File: config.mk
export PLATFORM = sky130hd
export DESIGN_NAME = uart_receiver
export DESIGN_NICKNAME = d
export VERILOG_FILES = /design/src/rtl/uart_receiver.sv
export SDC_FILE = /design/constraint.sdc
export NUM_CORES = 1
export LEC_CHECK = 0
export BUFFER_PORTS_ARGS = -buffer_cell sky130_fd_sc_hd__buf_2
export CORE_MARGIN = 1
export CORE_UTILIZATION = 40
export DETAILED_ROUTE_END_ITERATION = 8
export HOLD_SLACK_MARGIN = 0.02
export PLACE_DENSITY = 0.55
export SYNTH_ARGS = -nofsm -noshare
export SYNTH_HDL_FRONTEND = slang
export SYNTH_SLANG_ARGS = --single-unit
File: constraint.sdc
create_clock -name clk -period 4.7 [get_ports clk]
set_clock_uncertainty 0.1 [all_clocks]
set_input_delay 0.235 -clock clk [delete_from_list [all_inputs] [get_ports clk]]
set_output_delay 0.235 -clock clk [all_outputs]
set_load 0.02 [all_outputs]
File: src/rtl/uart_receiver.sv
// 8N1 UART receiver: 2-flop synchronizer, mid-bit sampling FSM, and a one-byte
// holding register with valid/ready handshake, frame error pulse and sticky overrun.
module uart_receiver #(
  parameter int unsigned CLKS_PER_BIT = 1042
) (
  input  logic       clk,
  input  logic       reset,
  input  logic       UART_RX,
  output logic [7:0] rx_data,
  output logic       rx_valid,
  input  logic       rx_ready,
  output logic       frame_err,
  output logic       overrun,
  input  logic       clr_err,
  output logic       busy
);

  localparam int unsigned CNT_W = $clog2(CLKS_PER_BIT);
  localparam logic [CNT_W-1:0] CNT_HALF = CNT_W'(CLKS_PER_BIT / 2 - 1);
  localparam logic [CNT_W-1:0] CNT_FULL = CNT_W'(CLKS_PER_BIT - 1);

  typedef enum logic [2:0] {
    IDLE,
    START,
    DATA,
    STOP,
    WAIT_IDLE
  } state_t;

  state_t           state;
  logic [CNT_W-1:0] cnt;
  logic [2:0]       bit_idx;
  logic [7:0]       shreg;
  logic             byte_good;
  logic             rx_meta;
  logic             rxs;
  logic             handshake;
  logic             accept;

  // Line synchronizer; idles high so reset cannot fake a start bit.
  always_ff @(posedge clk) begin
    if (reset) begin
      rx_meta <= 1'b1;
      rxs     <= 1'b1;
    end else begin
      rx_meta <= UART_RX;
      rxs     <= rx_meta;
    end
  end

  // Frame FSM; byte_good is a one-cycle strobe that hands shreg to the holding register.
  always_ff @(posedge clk) begin
    if (reset) begin
      state     <= IDLE;
      cnt       <= '0;
      bit_idx   <= '0;
      shreg     <= '0;
      byte_good <= 1'b0;
      frame_err <= 1'b0;
      busy      <= 1'b0;
    end else begin
      byte_good <= 1'b0;
      frame_err <= 1'b0;
      case (state)
        IDLE: begin
          if (!rxs) begin
            cnt   <= '0;
            state <= START;
            busy  <= 1'b1;
          end
        end
        START: begin
          if (cnt == CNT_HALF) begin
            cnt <= '0;
            if (!rxs) begin
              bit_idx <= '0;
              state   <= DATA;
            end else begin
              state <= IDLE;
              busy  <= 1'b0;
            end
          end else begin
            cnt <= cnt + 1'b1;
          end
        end
        DATA: begin
          if (cnt == CNT_FULL) begin
            cnt   <= '0;
            shreg <= {rxs, shreg[7:1]};
            if (bit_idx == 3'd7) begin
              state <= STOP;
            end else begin
              bit_idx <= bit_idx + 3'd1;
            end
          end else begin
            cnt <= cnt + 1'b1;
          end
        end
        STOP: begin
          if (cnt == CNT_FULL) begin
            cnt <= '0;
            if (rxs) begin
              byte_good <= 1'b1;
              state     <= IDLE;
              busy      <= 1'b0;
            end else begin
              frame_err <= 1'b1;
              state     <= WAIT_IDLE;
            end
          end else begin
            cnt <= cnt + 1'b1;
          end
        end
        WAIT_IDLE: begin
          if (rxs) begin
            state <= IDLE;
            busy  <= 1'b0;
          end
        end
        default: begin
          state <= IDLE;
          busy  <= 1'b0;
        end
      endcase
    end
  end

  assign handshake = rx_valid && rx_ready;
  assign accept    = byte_good && (!rx_valid || rx_ready);

  // Holding register: a byte arriving while the previous one is unconsumed is dropped.
  always_ff @(posedge clk) begin
    if (reset) begin
      rx_data  <= 8'h00;
      rx_valid <= 1'b0;
      overrun  <= 1'b0;
    end else begin
      if (accept) begin
        rx_data  <= shreg;
        rx_valid <= 1'b1;
      end else if (handshake) begin
        rx_valid <= 1'b0;
      end
      if (byte_good && !accept) begin
        overrun <= 1'b1;
      end else if (clr_err) begin
        overrun <= 1'b0;
      end
    end
  end

endmodule

==> results.toml <==
[power_and_ir_drop]
sw_frac_of_total = 0.249
net-switching-power_mw = 0.181
peakVddDrop_uv = 150
power.internal_mw = 0.543
clkPwrFrac = 0.412
power.density_cell_area_nw_per_um2 = 346
leakage_nw = 0.871
power.sequential.fraction = 0.494
comb_power_share = 0.094

[layout]
nFillCells = 425
final_cell_area_um2 = 2090
multi_input_comb_area_um2 = 1000
layout.nets = 231
share_of_cells_above_drive_strength_1 = 0.144
ant_cells = 0
ff_latch_area_um2 = 801
flow.area_growth_from_synthesis_pct = 11.8
final-instance-count-excl-fill = 274

[sta]
final_hold_viol_count = 0
highest_clock_frequency_the_design_can_meet_ghz = 0.434
rsz0062_at_grt = "no"
setup_tns_ns = 0
drv_slew = 0
tightestPinTransition_ns = 0.684
timing.max_slew.rel_slack = 0.544
min_clock_period_post_route_ns = 2.30
finalCritPeriodShare = 0.490
timing.final.setup_violations = 0

[global_route]
grt_remaining_overflow = 0
globalRouteTotalUtil = 0.164
grt_pass1_wl_mm = 6.47
maximum_number_of_pins_on_one_net_before_global_route_repair = 41
first_global_vias = 1432
antenna_violations_before_repair = 0

[clock_tree]
number_of_cts_inserted_buffers = 5
clock_tree.htree_level_count = 2
clock_path_buffers = 2
cts_sinks = 40
clock_latency_ns = 0.30
cts_root_buf = "clkbuf_8"
tritoncts = "yes"
cts_setup_buffers = 0
clk_pin_slew_worst_paths_ns = 0.08

[min_path]
worst_hold_path_type = "primary input to flip-flop"

[yosys]
synth.most_common_cell = "dfxtp_1"
ys_seq_elements = 40
yosysSeqAreaShare = 0.428
dominant_cells_by_area_after_synthesis = "dfxtp_1 43%, mux2i_1 8.6%, nor2_1 5.6%"
netlist_area_um2 = 1870
post_synth_inst_count = 211
net_count_after_synthesis = 221
yosys.area.top_type = "dfxtp_1"
synth-edff-count = 0
synth_ff_type = "dfxtp_1"
top_area_cell_type_share_of_the_netlist_area = 0.428
netlist-cell-type-count = 41
synthesis.yosys.warnings = 0
synth_commonest_cells = "40 x dfxtp_1, 28 x nor2_1, 17 x nand2_1"
synth.avg_cell_area_um2 = 8.86
asyncSetResetFlopFracSynth = 0

[critical_path]
slowest_delay_ns = 0.47
critical_path.endpoint_type = "flip-flop"
worstPathBufferInverterCount = 1
timing.setup.critical_path_class = "flip-flop to flip-flop"
critical_path_peak_fanout = 15
cpMaxStageDelayCell = "or4b_1"
worstSetupStartpointType = "flip-flop"
critical_path.cell_chain = "inv_1 -> ha_1 -> and4bb_2 -> nand4b_1 -> a22o_1 -> or4b_1 -> a31oi_1"
cpLargestDelayFamily = "simple AND/OR/NAND/NOR gates"
critical_path_required_ns = 4.83
arrival_ns = 2.43

[floorplanning]
die-height_um = 70.4
boundaryPins = 17
floorplan.die.width_um = 70.4
start_util = 0.423
die_area_um2 = 4950
core_area_um2 = 4410
core.rowCount = 24

[placed_design]
numPlacedInstances = 265
postPlaceCellArea_um2 = 1960
place_congestion = 0.819
hpwl_mm = 2.55
numPortBuffers = 16

[drt]
drt_drc_violations_left = 0
first_drt_iteration_drcs = 85
dr.pass1.iters = 4
drt-vias-per-instance = 5.56
antenna_violating_nets_post_route = 0
wl_mm = 3.71
route.detailed.wl_per_inst_um = 13.5
vias = 1524

[run]
maxCapViolCount = 0

[status]
run_status = "finished clean"
==> timing repair <==
action / 4_1_cts / 5_1_grt
endpoints found under the hold margin: 1 / 0
gates resized for setup: 0 / 0
hold buffers: 1 / 0
endpoints found under the setup margin: 0 / 0
==> stage by stage <==
stage	worst slack [ns]	util	hold slack, ns	power (mW)
6_report	2.40	0.474	0.141	0.724
5_1_grt	2.28	0.474	0.158	0.759
4_1_cts	2.39	0.474	0.132	0.734
3_5_place_dp	2.39	0.444	0.300	0.433
3_3_place_gp	2.50	0.444	0.295	0.430
2_1_floorplan	2.80	-	0.239	0.418
==> logic make-up after synthesis <==
group                      after synthesis  synth area share
and+or+nand+nor                         97             0.284
DFF                                     40             0.428
AOI/OAI and AO/OA                       31             0.109
buffers and inverters                   17            0.0355
muxes                                   16            0.0857
xor gates and xnor gates                 5            0.0234
adders and majority gates                5            0.0335
==> cell type report <==
cell class                 instances  share of cell area
sequential                        40               0.383
inverter                           3             0.00539
clock buffer                       6              0.0395
multi-input combinational        154               0.479
tap                               52              0.0311
clock inverter                     2              0.0186
timing repair buffer              17              0.0431
==> worst paths after layout <==
path	cells after the start	startpoint	slack [ns]	end
worst max-delay path	7	cnt[0]	2.40	cnt[4]
worst min-delay path	4	rx_ready	0.14	rx_valid
worst max register to register	7	cnt[0]	2.40	cnt[4]
worst min register to register	1	rx_meta	0.32	rxs
==> state kept, by name (all words and copies together), names as in the netlist <==
name       cells
rx_data        8
shreg          8
frame_err      1
rx_valid       1
overrun        1
bit_idx        3
state          3
byte_good      1
busy           1
rx_meta        1
cnt           11
rxs            1
==> worst reg2reg max path: stages (launching register included) <==
cell	delay, ns
dfxtp_1	0.38
inv_1	0.10
ha_1	0.20
and4bb_2	0.24
nand4b_1	0.14
a22o_1	0.44
or4b_1	0.48
a31oi_1	0.17
==> metal layers <==
| metal | GRT usage | part of all wire |
|---|---|---|
| met1 | 0.215 | 0.50 |
| met2 | 0.250 | 0.45 |
| met3 | 0.0476 | 0.033 |
| met4 | 0.0689 | 0.014 |
| met5 | 0 | 0 |
==> power by group through the flow <==
| stage | Sequential [mW] | Clock [mW] | Combinational, mW |
|---|---|---|---|
| floorplan | 0.360 | 0 | 0.0589 |
| global placement | 0.365 | 0 | 0.0658 |
| detailed placement | 0.365 | 0 | 0.0672 |
| CTS | 0.357 | 0.309 | 0.0679 |
| global route | 0.360 | 0.323 | 0.0758 |
| finish | 0.358 | 0.298 | 0.0680 |
==> placed cells by master, fill, tap and decap left out, types with 2 or more instances in the layout <==
cell        n
nand4_1     4
nor3b_1     2
clkbuf_8    6
a211oi_1    2
a21oi_1    12
nand3_1    13
nand2_1    17
xor2_1      4
o21ai_0     3
inv_1       3
nor2b_1     5
nor2_1     28
buf_2      16
o21a_1      2
nor3_1      9
nand2b_1    3
nand4bb_1   2
dfxtp_1    40
o22ai_1     2
mux2i_1    16
ha_1        5
or2_2       2
a31oi_1     3
or4b_1      3
and4bb_2    2
Note: power is estimated with default switching activity, not from simulation.
